### src/rtl/ov7670_init_seq.sv
// OV7670 power-on register sequencer.
// Walks the camera register table from index 0 and issues one SCCB transaction per entry.
// It stops at the 16'hffff sentinel, or after the last entry (index 127).
// Failed attempts (NACK or timeout) are retried a bounded number of times before aborting.
module ov7670_init_seq #(
    parameter int unsigned STARTUP_CYCLES = 1_000_000,
    parameter int unsigned SETTLE_CYCLES  = 12_000,
    parameter int unsigned TIMEOUT_CYCLES = 65_535,
    parameter int unsigned MAX_RETRY      = 3,
    parameter bit          AUTO_START     = 1'b1
) (
    input  logic        clk_i,
    input  logic        rst_i,
    input  logic        start_i,
    output logic [6:0]  index_o,
    input  logic [16:0] rom_data_i,
    output logic        sccb_req_o,
    output logic [7:0]  sccb_addr_o,
    output logic [7:0]  sccb_data_o,
    output logic        sccb_rw_o,
    input  logic        sccb_done_i,
    input  logic        sccb_nack_i,
    input  logic [7:0]  sccb_rdata_i,
    output logic [7:0]  last_rd_o,
    output logic        busy_o,
    output logic        done_o,
    output logic        error_o,
    output logic [6:0]  err_index_o
);

    // Terminal count of a 0-based cycle counter; a zero-length wait still takes one cycle.
    function automatic logic [19:0] last_count(input int unsigned cycles);
        if (cycles == 0) begin
            return 20'd0;
        end
        return 20'(cycles - 1);
    endfunction

    localparam logic [19:0] StartupLast = last_count(STARTUP_CYCLES);
    localparam logic [19:0] SettleLast  = last_count(SETTLE_CYCLES);
    localparam logic [19:0] TimeoutLast = last_count(TIMEOUT_CYCLES);
    localparam logic [7:0]  MaxRetry    = 8'(MAX_RETRY);
    localparam logic [7:0]  SoftResetReg = 8'h12;

    typedef enum logic [2:0] {
        StIdle,
        StPowerup,
        StFetch,
        StIssue,
        StWait,
        StSettle,
        StDone,
        StFail
    } state_e;

    state_e      state_q, state_d;
    logic [6:0]  index_q, index_d;
    logic [19:0] cnt_q, cnt_d;
    logic [7:0]  retry_q, retry_d;
    logic [7:0]  addr_q, addr_d;
    logic [7:0]  data_q, data_d;
    logic        rw_q, rw_d;
    logic        req_q, req_d;
    logic [7:0]  last_rd_q, last_rd_d;
    logic        done_q, done_d;
    logic        error_q, error_d;
    logic [6:0]  err_index_q, err_index_d;

    // Per-cycle events raised by the state decode and resolved once below.
    logic        do_start;
    logic        do_advance;
    logic        do_fail;
    logic        soft_reset_write;

    // A write of bit7 to COM7 resets the sensor, which then needs time before the next access.
    assign soft_reset_write = rw_q && (addr_q == SoftResetReg) && data_q[7];

    // State register and all holding registers; reset returns everything to IDLE with zeros.
    always_ff @(posedge clk_i) begin
        if (rst_i) begin
            state_q     <= StIdle;
            index_q     <= 7'd0;
            cnt_q       <= 20'd0;
            retry_q     <= 8'd0;
            addr_q      <= 8'd0;
            data_q      <= 8'd0;
            rw_q        <= 1'b0;
            req_q       <= 1'b0;
            last_rd_q   <= 8'd0;
            done_q      <= 1'b0;
            error_q     <= 1'b0;
            err_index_q <= 7'd0;
        end else begin
            state_q     <= state_d;
            index_q     <= index_d;
            cnt_q       <= cnt_d;
            retry_q     <= retry_d;
            addr_q      <= addr_d;
            data_q      <= data_d;
            rw_q        <= rw_d;
            req_q       <= req_d;
            last_rd_q   <= last_rd_d;
            done_q      <= done_d;
            error_q     <= error_d;
            err_index_q <= err_index_d;
        end
    end

    // Next-state and datapath decode.
    always_comb begin
        state_d     = state_q;
        index_d     = index_q;
        cnt_d       = cnt_q;
        retry_d     = retry_q;
        addr_d      = addr_q;
        data_d      = data_q;
        rw_d        = rw_q;
        req_d       = req_q;
        last_rd_d   = last_rd_q;
        done_d      = done_q;
        error_d     = error_q;
        err_index_d = err_index_q;
        do_start    = 1'b0;
        do_advance  = 1'b0;
        do_fail     = 1'b0;

        unique case (state_q)
            StIdle: begin
                if (AUTO_START || start_i) begin
                    do_start = 1'b1;
                end
            end
            StPowerup: begin
                if (cnt_q >= StartupLast) begin
                    cnt_d   = 20'd0;
                    state_d = StFetch;
                end else begin
                    cnt_d = cnt_q + 20'd1;
                end
            end
            StFetch: begin
                addr_d = rom_data_i[16:9];
                data_d = rom_data_i[8:1];
                rw_d   = rom_data_i[0];
                if (rom_data_i[16:1] == 16'hffff) begin
                    done_d  = 1'b1;
                    state_d = StDone;
                end else begin
                    state_d = StIssue;
                end
            end
            StIssue: begin
                req_d   = 1'b1;
                cnt_d   = 20'd0;
                state_d = StWait;
            end
            StWait: begin
                // A completion in the same cycle as the timeout takes precedence.
                if (sccb_done_i) begin
                    req_d = 1'b0;
                    cnt_d = 20'd0;
                    if (sccb_nack_i) begin
                        do_fail = 1'b1;
                    end else begin
                        if (!rw_q) begin
                            last_rd_d = sccb_rdata_i;
                        end
                        if (soft_reset_write) begin
                            state_d = StSettle;
                        end else begin
                            do_advance = 1'b1;
                        end
                    end
                end else if (cnt_q >= TimeoutLast) begin
                    req_d   = 1'b0;
                    cnt_d   = 20'd0;
                    do_fail = 1'b1;
                end else begin
                    cnt_d = cnt_q + 20'd1;
                end
            end
            StSettle: begin
                if (cnt_q >= SettleLast) begin
                    cnt_d      = 20'd0;
                    do_advance = 1'b1;
                end else begin
                    cnt_d = cnt_q + 20'd1;
                end
            end
            StDone, StFail: begin
                if (start_i) begin
                    do_start = 1'b1;
                end
            end
        endcase

        if (do_start) begin
            index_d = 7'd0;
            done_d  = 1'b0;
            error_d = 1'b0;
            retry_d = 8'd0;
            cnt_d   = 20'd0;
            state_d = StPowerup;
        end

        // Entry completed: move on, but the index saturates at the end of the table.
        if (do_advance) begin
            retry_d = 8'd0;
            if (index_q == 7'd127) begin
                done_d  = 1'b1;
                state_d = StDone;
            end else begin
                index_d = index_q + 7'd1;
                state_d = StFetch;
            end
        end

        if (do_fail) begin
            if (retry_q < MaxRetry) begin
                retry_d = retry_q + 8'd1;
                state_d = StIssue;
            end else begin
                err_index_d = index_q;
                error_d     = 1'b1;
                state_d     = StFail;
            end
        end
    end

    // Status and SCCB outputs come straight from registers.
    always_comb begin
        index_o     = index_q;
        sccb_req_o  = req_q;
        sccb_addr_o = addr_q;
        sccb_data_o = data_q;
        sccb_rw_o   = rw_q;
        last_rd_o   = last_rd_q;
        done_o      = done_q;
        error_o     = error_q;
        err_index_o = err_index_q;
        busy_o      = !(state_q inside {StIdle, StDone, StFail});
    end

endmodule

### config.mk
export PLATFORM = sky130hd
export DESIGN_NAME = ov7670_init_seq
export DESIGN_NICKNAME = d
export VERILOG_FILES = /design/src/rtl/ov7670_init_seq.sv
export SDC_FILE = /design/constraint.sdc
export NUM_CORES = 1
export LEC_CHECK = 0
export ABC_AREA = 1
export ABC_CLOCK_PERIOD_IN_PS = 2500
export CORE_MARGIN = 4
export CORE_UTILIZATION = 40
export DETAILED_ROUTE_END_ITERATION = 8
export DONT_BUFFER_PORTS = 1
export PLACE_DENSITY = 0.64
export SLEW_MARGIN = 20
export SYNTH_ARGS = -nofsm -noshare
export SYNTH_HDL_FRONTEND = slang
export SYNTH_SLANG_ARGS = --single-unit
export TNS_END_PERCENT = 30
### constraint.sdc
create_clock -name clk_i -period 2.5 [get_ports clk_i]
set_input_delay 0.5 -clock clk_i [delete_from_list [all_inputs] [get_ports clk_i]]
set_output_delay 0.5 -clock clk_i [all_outputs]
set_load 0.03 [all_outputs]
# --- Word level (Yosys, flattened, before mapping) ---
# Cells that the tools add are included.
classes:
  addsub: 3
  magnitude_cmp: 4
  n_eq_ne: 15
  n_mux: 45
  bitwise_logic: 3
  reduce_logical: 14
ops:
  columns: ["cell", "count"]
  rows:
  - ["2-to-1 mux 20 bit", 4]
  - ["case mux 20 bit (4 select lines)", 1]
  - ["2-to-1 mux 8 bit", 4]
  - ["2-to-1 mux 3 bit", 10]
  - ["2-to-1 mux 7 bit", 3]
  - ["adder 20 x 1 -> 20 bit, second input constant", 1]
  - ["greater-or-equal comparator 20 x 14 -> 1 bit, second input constant", 1]
  - ["greater-or-equal comparator 20 x 16 -> 1 bit, second input constant", 1]
  - ["greater-or-equal comparator 20 bit, second input constant", 1]
  - ["inequality test 5 bit, second input constant", 4]
  - ["2-to-1 mux 1 bit", 19]
  - ["== test 16 bit, second input constant", 1]
  - ["== test 3 bit, second input constant", 4]
  - ["case mux 3 bit (4 select lines)", 1]
  - ["adder 8 x 1 -> 8 bit, second input constant", 1]
  - ["== test 8 x 5 -> 1 bit, second input constant", 1]
  - ["< comparator 8 x 2 -> 1 bit, second input constant", 1]
  - ["adder 7 x 1 -> 7 bit, second input constant", 1]
  - ["== test 7 bit, second input constant", 1]
  - ["nonzero test 7 bit", 1]
  - ["== test 3 x 2 -> 1 bit, second input constant", 2]
  - ["case mux 1 bit (2 select lines)", 3]
  - ["AND reduction 5 bit", 1]
  - ["AND reduction 2 bit", 2]
  - ["other kinds (11)", 15]
word_totals:
  reg_bits: 73
  input_bits: 30
  out_inout_bits: 43
  wordCells: 96

# --- Longest topological paths before layout ---
logic_depth:
  depth_word: 10
  mapped_depth: 14
  mapped_depth_nobuf: 14

# --- Worst setup path before layout ---
# Ideal clock, no wire load.
synth_timing:
  path_kind: "register to register"
  start: "reg cnt_q[1]"
  end: "reg index_q[4] (netlist: index_o[4])"
  setup_ns: 0.116
  arrival_ns: 1.537
  required_ns: 2.384
  setup_slack_ns: 0.848
  path_stages_with_launch: 12
  path_buffers: 0
  synth_period_minus_slack_ns: 1.652
  path_cell_list: "dfxtp_1 ha_1 nand3_1 inv_1 nand3_1 nand3_1 nand2_1 nand2_4 nand2_4 inv_2 nand2_1 and3_1"
synth_between:
  elab_chain_len: 4
synth_rtl:
  columns: ["item", "line_no", "text"]
  rows:
  - ["start: declaration", "58", "logic [19:0] cnt_q, cnt_d;"]
  - ["start signal: assignment", "96", "cnt_q <= cnt_d;"]
  - ["greater-or-equal comparator 20 x 14 -> 1 bit", "183", "if (cnt_q >= SettleLast) begin"]
  - ["2-to-1 mux 1 bit", "183", null]
  - ["case mux 1 bit (2 select lines)", "127", "unique case (state_q)"]
  - ["2-to-1 mux 7 bit", "207", "if (do_advance) begin"]
  - ["end signal: assignment", "95", "index_q <= index_d;"]
  - ["end: declaration", "57", "logic [6:0] index_q, index_d;"]
# Every way passes these cells.
# A chain may end at the register's enable or synchronous reset.

# --- Final worst setup path ---
# Same ends and word-level chain as after synthesis.

==> flow_metrics.env <==
export IMPL_swShare_pct=38.8
export IMPL_dpl_hpwl_um=6040
export IMPL_drt_pass1_iter_count=4
export IMPL_synth_seq_area_share_pct=41.4
export IMPL_grt_pass1_wl_um=14100
export IMPL_fp_coreArea_mm2=0.00864
export IMPL_cts_resized=0
export IMPL_grt_antenna_before_repair=0
export IMPL_fin_crit_sh_pct=76.0
export IMPL_areaGrowthSynthToFinish_pct=9.25
export IMPL_pwr_share_comb_pct=23.7
export IMPL_ys_ff_latch=73
export IMPL_synth_ff_type="dfxtp_1"
export IMPL_postCtsHoldBufs=0
export IMPL_worst_pin_slew_ns=0.686
export IMPL_syn_cell_area_mm2=0.00353
export IMPL_syn_num_nets=522
export IMPL_grt_pass1_vias=3061
export IMPL_start_kind="register"
export IMPL_min_delay_start="rst_i"
export IMPL_synth_edf_count=0
export IMPL_dieArea_mm2=0.0104
export IMPL_grtUsageTotal_pct=16.9
export IMPL_synth_top_area_share_pct=41.4
export IMPL_p_total_mw=3.60
export IMPL_cts_made_buffers=9
export IMPL_post_cts_buffers=0
export IMPL_fin_skew_ns=0.00788
export IMPL_max_stage_delay_ns=0.40
export IMPL_cts_max_path_buffers=2
export IMPL_initial_core_util_pct=40.9
export IMPL_min_path_type="primary input to register"
export IMPL_cts_tree="built"
export IMPL_run_status="completed"
export IMPL_detail_route_antenna_nets=0
export IMPL_nets=524
export IMPL_numPortBuffers=0
export IMPL_hold_viol_final=0
export IMPL_whs_ns=0.214
export IMPL_relSlewSlack_pct=54.2
export IMPL_p_seq_share_pct=44.8
export IMPL_r2r_start="cnt_q[1]"
export IMPL_yosysWarnings=0
export IMPL_arrival_ns=2.14
export IMPL_intPower_mw=2.20
export IMPL_max_clock_freq_mhz=526
export IMPL_maxCapViolCount=0
export IMPL_cp_max_fo=8
export IMPL_clock_sinks=73
export IMPL_yosysTopAreaCell="dfxtp_1"
export IMPL_post_route_util_pct=44.7
export IMPL_via_per_inst=5.05
export IMPL_routed_via_count=3048
export IMPL_critPathLaunch="cnt_q[1]"
export IMPL_row_count=34
export IMPL_layout_min_cycle_time_ns=1.90
export IMPL_synth_most_common_cell="nor2_1"
export IMPL_path_common_cell="nand3_1"
export IMPL_die_w_um=102
export IMPL_clockPowerShare_pct=31.5
export IMPL_routed_wl_um=8080
export IMPL_crit_chain="ha_1 -> nand3_1 -> inv_1 -> nand3_1 -> nand3_1 -> nand2_1 -> nand2_4 -> nand2_4 -> inv_2 -> nand2_1 -> and3_1"
export IMPL_irDropWorstVdd_uv=580
export IMPL_crit_slowest_cell="dfxtp_1"
export IMPL_final_setup_viol_count=0
export IMPL_ios=73
export IMPL_drive_above_1_share_pct=11.9
export IMPL_powerDensity_mw_per_mm2=933
export IMPL_clock_latency_ns=0.34
export IMPL_n_antenna_cell=0
export IMPL_synth_area_per_cell_um2=7.24
export IMPL_whs_path_depth=1
export IMPL_syn_inst=488
export IMPL_netlist_cell_type_count=37
export IMPL_switching_power_mw=1.40
export IMPL_worstRegToRegCells=11
export IMPL_synth_common_cells="95 x nor2_1, 74 x nand2_1, 73 x dfxtp_1, 50 x inv_1"
export IMPL_crit_type="register to register"
export IMPL_power_leakage_nw=1.51
export IMPL_critPathCaptureType="register"
export IMPL_drv_slew=0
export IMPL_grt_max_degree=30
export IMPL_synth_async_reset_ratio_pct=0
export IMPL_clkTransAtPathRegs_ns=0.08
export IMPL_worst_ep_required_time_ns=2.74
export IMPL_die_h_um=102
export IMPL_cts_root_buf="clkbuf_8"
export IMPL_cts_htree_levels=3
export IMPL_gp_congestion=0.869
export IMPL_drc=0
export IMPL_tns_ns=0
export IMPL_wire_per_inst_um=13.4
export IMPL_rsz0062_at_grt="false"
export IMPL_grt_overflow=0
export IMPL_drt_iter0_markers=110
export IMPL_synth_area_top_cells="dfxtp_1 41%, nor2_1 10%, nand2_1 7.9%"
[routing by layer]
layer | global-route usage, % | part of all wire [%] | routed length (um)
met4 | 5.65 | 0.82 | 66
met1 | 20.5 | 44 | 3590
met2 | 27.7 | 47 | 3820
met3 | 6.14 | 7.5 | 608
met5 | 0 | 0 | 0
[state kept, by name (all words and copies together), names as in the netlist]
register	cells
error_o	1
last_rd_o	8
sccb_addr_o	8
cnt_q	20
sccb_rw_o	1
done_o	1
sccb_data_o	8
sccb_req_o	1
index_o	7
err_index_o	7
state_q	3
retry_q	8
[area by class of cell]
cell class              instances  area, um2
well taps                     108        135
clock buffers                  10        128
fillers                       900       4780
inverters                      54        203
multi-input cells             349       1790
flip-flops and latches         73       1460
repair buffers                  3       22.5
clock inverters                 6        115
[critical path: cells and delay by family (launching register included)]
| family | cells | cell delay (ns) |
|---|---|---|
| adders and majority gates | 1 | 0.19 |
| and+or+nand+nor | 8 | 0.92 |
| buffers and inverters | 2 | 0.30 |
| DFF | 1 | 0.40 |
[cells by family after synthesis]
group	share of synthesized area (%)
AOI/OAI and AO/OA	10.9
DFF	41.4
and+or+nand+nor	35.5
adders and majority gates	1.42
xor gates and xnor gates	2.98
buffers and inverters	7.83
[cells in the final DEF (no fill, tap or decap), drive strengths merged, types with 2 or more instances in the layout]
cell    instances
nor2          110
nand2          87
dfxtp          73
inv            55
o21ai          35
a21oi          35
nand3          24
nor3           18
nand4          13
clkbuf         10
xor2            7
xnor2           5
ha              4
bufinv          3
buf             3
nor4            3
nor3b           2
[power groups by stage]
stage | Sequential [mW] | Combinational [mW] | Clock [mW]
CTS | 1.61 | 0.859 | 1.16
finish | 1.61 | 0.855 | 1.13
global route | 1.63 | 0.990 | 1.22
floorplan | 1.60 | 0.707 | 0
global placement | 1.64 | 0.838 | 0
detailed placement | 1.64 | 0.858 | 0
[final timing paths]
path                     end  slack [ns]
setup reg to reg  index_o[4]        0.60
setup / recovery  index_o[4]        0.60
hold / removal    retry_q[7]        0.21
hold reg to reg   retry_q[7]        0.44
[metrics by stage]
step	cells	area, um2	setup WS (ns)
2_1_floorplan	488	3530	0.848
3_3_place_gp	587	3620	0.621
3_5_place_dp	587	3620	0.600
4_1_cts	603	3860	0.600
5_1_grt	603	3860	0.386
6_report	603	3860	0.600
(Power assumes the default switching activity.)
